==> config.mk <==
export PLATFORM = sky130hd
export DESIGN_NAME = if_stage
export DESIGN_NICKNAME = d
export VERILOG_FILES = /design/src/rtl/if_stage.sv
export SDC_FILE = /design/constraint.sdc
export NUM_CORES = 1
export LEC_CHECK = 0
export BUFFER_PORTS_ARGS = -buffer_cell sky130_fd_sc_hd__buf_2
export CAP_MARGIN = 5
export CORE_MARGIN = 3
export CORE_UTILIZATION = 42
export CTS_CLUSTER_SIZE = 10
export DETAILED_ROUTE_END_ITERATION = 6
export PLACE_DENSITY = 0.65
export SYNTH_ARGS = -nofsm -noshare
export SYNTH_HDL_FRONTEND = slang
export SYNTH_SLANG_ARGS = --single-unit
==> constraint.sdc <==
create_clock -name clk -period 2.82 [get_ports clk]
set_input_delay 0.423 -clock clk [delete_from_list [all_inputs] [get_ports clk]]
set_output_delay 0.423 -clock clk [all_outputs]
set_load 0.02 [all_outputs]
==> src/rtl/if_stage.sv <==
// Instruction-fetch stage: owns the PC, drives the instruction-memory address and
// loads the IF/ID pipeline register, handling stalls, redirects and a fetch counter.
module if_stage #(
    parameter int unsigned          DATAWIDTH  = 32,
    parameter logic [DATAWIDTH-1:0] RESET_PC   = '0,
    parameter int unsigned          IMEM_BYTES = 1024,
    parameter logic [31:0]          NOP_INST   = 32'h0000_0013
) (
    input  logic                 clk,
    input  logic                 rst_n,
    input  logic                 stall_i,
    input  logic                 redirect_i,
    input  logic [DATAWIDTH-1:0] redirect_pc_i,
    output logic [DATAWIDTH-1:0] imem_addr_o,
    input  logic [31:0]          imem_inst_i,
    output logic [DATAWIDTH-1:0] ifid_pc_o,
    output logic [DATAWIDTH-1:0] ifid_pc4_o,
    output logic [31:0]          ifid_inst_o,
    output logic                 ifid_valid_o,
    output logic                 misalign_o,
    output logic [31:0]          fetch_cnt_o
);

    typedef enum logic {
        BOOT = 1'b0,
        RUN  = 1'b1
    } state_t;

    state_t               state, state_nxt;
    logic [DATAWIDTH-1:0] pc, pc_nxt, pc_plus4;
    logic [DATAWIDTH-1:0] ifid_pc_nxt, ifid_pc4_nxt;
    logic [31:0]          ifid_inst_nxt, fetch_cnt_nxt;
    logic                 ifid_valid_nxt, misalign_nxt, in_range;

    // The address comes straight from the PC register, so stall/redirect never reach it.
    assign imem_addr_o = pc;
    assign pc_plus4    = pc + DATAWIDTH'(4);
    assign in_range    = pc < DATAWIDTH'(IMEM_BYTES);

    always_ff @(posedge clk) begin
        if (!rst_n) begin
            state        <= BOOT;
            pc           <= RESET_PC;
            ifid_pc_o    <= '0;
            ifid_pc4_o   <= DATAWIDTH'(4);
            ifid_inst_o  <= NOP_INST;
            ifid_valid_o <= 1'b0;
            misalign_o   <= 1'b0;
            fetch_cnt_o  <= '0;
        end else begin
            state        <= state_nxt;
            pc           <= pc_nxt;
            ifid_pc_o    <= ifid_pc_nxt;
            ifid_pc4_o   <= ifid_pc4_nxt;
            ifid_inst_o  <= ifid_inst_nxt;
            ifid_valid_o <= ifid_valid_nxt;
            misalign_o   <= misalign_nxt;
            fetch_cnt_o  <= fetch_cnt_nxt;
        end
    end

    // Next-state logic; BOOT and RUN share the redirect > stall > advance priority.
    always_comb begin
        state_nxt      = state;
        pc_nxt         = pc;
        ifid_pc_nxt    = ifid_pc_o;
        ifid_pc4_nxt   = ifid_pc4_o;
        ifid_inst_nxt  = ifid_inst_o;
        ifid_valid_nxt = ifid_valid_o;
        misalign_nxt   = misalign_o;
        fetch_cnt_nxt  = fetch_cnt_o;

        case (state)
            BOOT:    state_nxt = RUN;
            RUN:     state_nxt = RUN;
            default: state_nxt = BOOT;
        endcase

        if (redirect_i) begin
            pc_nxt         = {redirect_pc_i[DATAWIDTH-1:2], 2'b00};
            ifid_pc_nxt    = pc;
            ifid_pc4_nxt   = pc_plus4;
            ifid_inst_nxt  = NOP_INST;
            ifid_valid_nxt = 1'b0;
            if (redirect_pc_i[1:0] != 2'b00) begin
                misalign_nxt = 1'b1;
            end
        end else if (!stall_i) begin
            pc_nxt         = pc_plus4;
            ifid_pc_nxt    = pc;
            ifid_pc4_nxt   = pc_plus4;
            ifid_inst_nxt  = in_range ? imem_inst_i : NOP_INST;
            ifid_valid_nxt = in_range;
            if (in_range) begin
                fetch_cnt_nxt = fetch_cnt_o + 32'd1;
            end
        end
    end

endmodule

# After elaboration in Yosys (flattened, before gate mapping)
# Index checks and enable logic that the tools add are counted.
dict set report word_totals {
  inputBits 68
  out_inout_bits 162
  elab_cells 26
  ff_bits 162
}
dict set report classes {
  n_reduce_logical 4
  eq_ne 1
  magnitude_cmp 1
  bitwise_logic 3
  add_sub_neg 2
  mux 7
}
# cell n
set ops {}
lappend ops {{32-bit 2-to-1 mux} 7}
lappend ops {{32-bit by 1-bit adder with 32-bit output (second input constant)} 1}
lappend ops {{32-bit by 3-bit adder with 32-bit output (second input constant)} 1}
lappend ops {{32-bit by 11-bit less-than comparator with 1-bit output (second input constant)} 1}
lappend ops {{1-bit NOT} 3}
lappend ops {{3-bit AND reduction} 1}
lappend ops {{2-bit by 1-bit != test with 1-bit output (second input constant)} 1}
lappend ops {{2-bit AND reduction} 1}
lappend ops {{2-bit nonzero test} 1}
lappend ops {{2-bit OR reduction} 1}

# Longest topological paths before layout
dict set report logic_depth {
  word_depth 3
  ltp_mapped 8
  depth_no_buf 6
}

# Least setup slack after synthesis
# OpenSTA, ideal clock, no wires.
dict set report synth_timing {
  path_type {register to register}
  from {register pc[2] (netlist: imem_addr_o[2])}
  to {register pc[30] (netlist: imem_addr_o[30])}
  setup_time_ns 0.074
  period_less_slack_ns 2.333
  setup_slack_ns 0.487
  path_buffers 0
  required_ns 2.746
  arrival_time_ns 2.259
  path_stages_with_launch 7
  cell_sequence {dfxtp_1 -> ha_1 -> nand2_1 -> or3_1 -> or4_4 -> or3_1 -> a31oi_1}
}
dict set report synth_between {
  elab_chain_cells 3
}
# item line_no
set synth_lines {}
lappend synth_lines {{from (decl)} 30} ;# logic [DATAWIDTH-1:0] pc, pc_nxt, pc_plus4;
lappend synth_lines {{from (signal assigned)} 52} ;# pc <= pc_nxt;
lappend synth_lines {{32-bit by 3-bit adder with 32-bit output} 37} ;# assign pc_plus4 = pc + DATAWIDTH'(4);
lappend synth_lines {{32-bit 2-to-1 mux} 88} ;# end else if (!stall_i) begin
lappend synth_lines {{32-bit 2-to-1 mux} 79} ;# if (redirect_i) begin
# Every way passes these cells. The select of a mux whose other input is x is not followed.
# A chain may end at the register's enable or synchronous reset.

# Worst setup path in the final report
dict set report layout_timing {
  from {register pc[19] (netlist: imem_addr_o[19])}
  to {register fetch_cnt_o[28]}
}
dict set report layout_between {
  elab_chain_cells 2
}
# item line_no
set layout_lines {}
lappend layout_lines {{32-bit by 11-bit less-than comparator with 1-bit output} 38} ;# assign in_range = pc < DATAWIDTH'(IMEM_BYTES);
lappend layout_lines {{3-bit AND reduction (no source line)} --}
lappend layout_lines {{to (signal assigned)} 58} ;# fetch_cnt_o <= fetch_cnt_nxt;
lappend layout_lines {{to (decl)} 21} ;# output logic [31:0] fetch_cnt_o
# Every way passes these cells.

==> results.toml <==
[routing]
wl_um = 20600
detailedRoute.firstPassIterationCount = 5
routedWlPerCell_um = 16.5
post_drt_via_cell_ratio = 5.35
detail_route.iter0.violations = 520
routed-via-count = 6676
ant_nets = 0
drc = 0

[power]
clock_power_share_pct = 45.0
ir_worst_vdd_v = 0.000460
share_seq_of_total_power_pct = 44.8
swShare_pct = 25.6
p_sw_mw = 1.36
combinationalPowerShare_pct = 10.1
p_int_mw = 3.94
static-leakage-power_nw = 3.48
power_per_cell_area_nw_per_um2 = 610

[worst_setup_path]
worst-setup-path-type = "reg2reg"
cp.required_ns = 3.18
critical_path.endpoint_type = "flip-flop"
critical_path_peak_fanout = 7
startpoint_type = "flip-flop"
cp_data_arrival_time_ns = 2.82

[flow_run]
maxCapViolations = 0

[timing]
setup_repair_after_global_routing_missed_its_margin = "no"
fmax_mhz = 406
fin_tns_setup_ns = 0
drv_slew = 0
fin_crit_share_pct = 87.3
worst_slew_pin_slew_ns = 0.602
finClkSkew_ns = 0.00622
worst_slew_margin_rel_pct = 59.5
finalHoldViolCount = 0
setup_viol = 0
post-route-min-period_ns = 2.46

[placement]
placedCellCount = 1214
port_buffers = 223
gp_congestion = 0.841
dp.final_hpwl_um = 14600

[clock_tree]
numClockSinks = 156
clock_tree_from_tritoncts = "yes"
insertion_delay_ns = 0.43
cts.reportedPaths.clkPinSlew_ns = 0.06
cts-root-buf = "sky130_fd_sc_hd__clkbuf_16"
cts_resized = 0
clock_path_buffers = 2
htree_levels = 4
post-cts-setup-buffers = 0
total_of_hold_buffers_inserted_after_clock_tree_synthesis = 0
cts-buffers-inserted = 17

[synthesis]
ys_warn_count = 0
synth-seq-cells = 156
synthTopCellsByArea = "sky130_fd_sc_hd__dfxtp_1 46%, sky130_fd_sc_hd__xnor2_1 7.1%, sky130_fd_sc_hd__a21oi_1 7.0%"
most_numerous_cell_types_in_the_synthesized_netlist = "156 x sky130_fd_sc_hd__dfxtp_1, 99 x sky130_fd_sc_hd__nand2_1, 95 x sky130_fd_sc_hd__a21oi_1"
synthDistinctLibCells = 40
synth_edf_count = 0
async_reset_ff_share_pct = 0
yosys_most_used_dff = "sky130_fd_sc_hd__dfxtp_1"
synth_area_per_cell_um2 = 8.17
synth_seq_area_share_pct = 45.8
synthDominantCellAreaShare_pct = 45.8
synthDominantAreaCellType = "sky130_fd_sc_hd__dfxtp_1"
synth_area_um2 = 6830
yosysMostFrequentCell = "sky130_fd_sc_hd__dfxtp_1"
syn_inst = 835

[global_routing]
pin_count_of_the_biggest_net_entering_global_routing = 59
first_global_vias = 6167
grt_usage_pct = 22.7
grt_overflow = 0
grt_pass1_wl_um = 32700
grt_antenna_before_repair = 2

[die]
initial_core_util_pct = 43.9
core_region_area_um2 = 15500
rows = 45
die_width_um = 133
die_y_um = 133
boundaryPins = 230
dieArea_um2 = 17800

[finish]
non_filler_cells_final = 1248
layout.core_utilization_pct = 55.9
nNetsFinal = 1092
area_growth_syn_to_layout_pct = 27.2
share_of_layout_cells_above_drive_strength_1_pct = 27.3

[outcome]
run_status = "complete, no violations"

[min_path]
hp-class = "in2reg"
[power by group through the flow]
stage | clock network [mW] | registers (mW) | logic (mW)
6_report | 2.38 | 2.37 | 0.537
5_1_grt | 2.52 | 2.39 | 0.587
4_1_cts | 2.42 | 2.37 | 0.541
3_5_place_dp | 0 | 2.42 | 0.537
3_3_place_gp | 0 | 2.42 | 0.541
2_1_floorplan | 0 | 2.48 | 0.261
[kinds of logic after synthesis]
group | count (synthesis) | synth area share, %
compound gates | 201 | 16.5
xor+xnor | 68 | 8.73
fa+ha+maj | 2 | 0.367
buf+inv | 92 | 5.70
flops | 156 | 45.8
mux | 4 | 0.587
other cells | 1 | 0.0549
simple gates | 311 | 22.3
[routing by layer]
metal / vias to the layer above / part of all wire, % / global-route usage [%] / wire length, um
met2: 250 / 46 / 35.6 / 9430
met1: 3118 / 45 / 30.2 / 9190
li1: 3284 / - / - / -
met3: 24 / 7.8 / 7.06 / 1600
met4: 0 / 1.7 / 6.57 / 349
met5: - / 0 / 0 / 0
[registers in the layout, indices dropped and copies added, names as in the netlist]
name,count
fetch_cnt_o,32
ifid_inst_o,32
ifid_pc4_o,30
ifid_pc_o,30
imem_addr_o,30
ifid_valid_o,1
misalign_o,1
[final timing paths]
path	slack [ns]	end	startpoint	depth (start not counted)
max	0.36	fetch_cnt_o[28]$_SDFFE_PN0P_	imem_addr_o[19]$_SDFFE_PN0P_	5
min reg2reg	0.45	misalign_o$_SDFFE_PN0P_	misalign_o$_SDFFE_PN0P_	2
max reg2reg	0.36	fetch_cnt_o[28]$_SDFFE_PN0P_	imem_addr_o[19]$_SDFFE_PN0P_	5
min	0.22	ifid_inst_o[4]$_SDFFE_PP1N_	imem_inst_i[4]	3
[cells in the final DEF (no fill, tap or decap), types with 8 or more instances in the layout]
master | netlist | routed
sky130_fd_sc_hd__buf_2 | 11 | 223
sky130_fd_sc_hd__dfxtp_1 | 156 | 156
sky130_fd_sc_hd__nand2_1 | 99 | 98
sky130_fd_sc_hd__a21oi_1 | 95 | 95
sky130_fd_sc_hd__nor2_1 | 75 | 73
sky130_fd_sc_hd__o21ai_0 | 57 | 57
sky130_fd_sc_hd__xnor2_1 | 55 | 55
sky130_fd_sc_hd__a22oi_1 | 29 | 29
sky130_fd_sc_hd__nor4_1 | 26 | 26
sky130_fd_sc_hd__nand4_1 | 22 | 22
sky130_fd_sc_hd__nand3_1 | 20 | 20
sky130_fd_sc_hd__buf_4 | 6 | 18
sky130_fd_sc_hd__clkbuf_16 | 0 | 17
sky130_fd_sc_hd__nor3_1 | 16 | 16
sky130_fd_sc_hd__or3_1 | 16 | 16
sky130_fd_sc_hd__xor2_1 | 13 | 13
sky130_fd_sc_hd__and4_1 | 12 | 12
sky130_fd_sc_hd__inv_1 | 11 | 10
sky130_fd_sc_hd__a211oi_1 | 10 | 10
sky130_fd_sc_hd__or4_1 | 8 | 8
[area by class of cell]
type / count / area [um^2]
clock inverters: 10 / 139
diodes: 2 / 5.00
clock buffers: 22 / 474
inverters: 12 / 45.0
multi-input cells: 592 / 3340
flip-flops and latches: 156 / 3120
fillers: 1533 / 6860
repair buffers: 243 / 1290
well taps: 211 / 264
[critical path: stages (launching register included)]
cell and delay (ns):
sky130_fd_sc_hd__dfxtp_1 0.38, sky130_fd_sc_hd__nor4_1 0.59, sky130_fd_sc_hd__and4_1 0.49, sky130_fd_sc_hd__nand3_1 0.25, sky130_fd_sc_hd__or4_1 0.54, sky130_fd_sc_hd__a21oi_1 0.14
[stage by stage]
stage                     instance area, um^2  hold WS [ns]  total power [mW]  setup WS [ns]
after detailed placement                 8060         0.440              2.96          0.436
after global placement                   8060         0.432              2.96          0.517
after global routing                     8680         0.200              5.50          0.232
after floorplan                          6840         0.522              2.74          0.487
final                                    8680         0.217              5.29          0.358
after CTS                                8680         0.204              5.33          0.410
No activity file was read; power rests on OpenSTA's default activity.
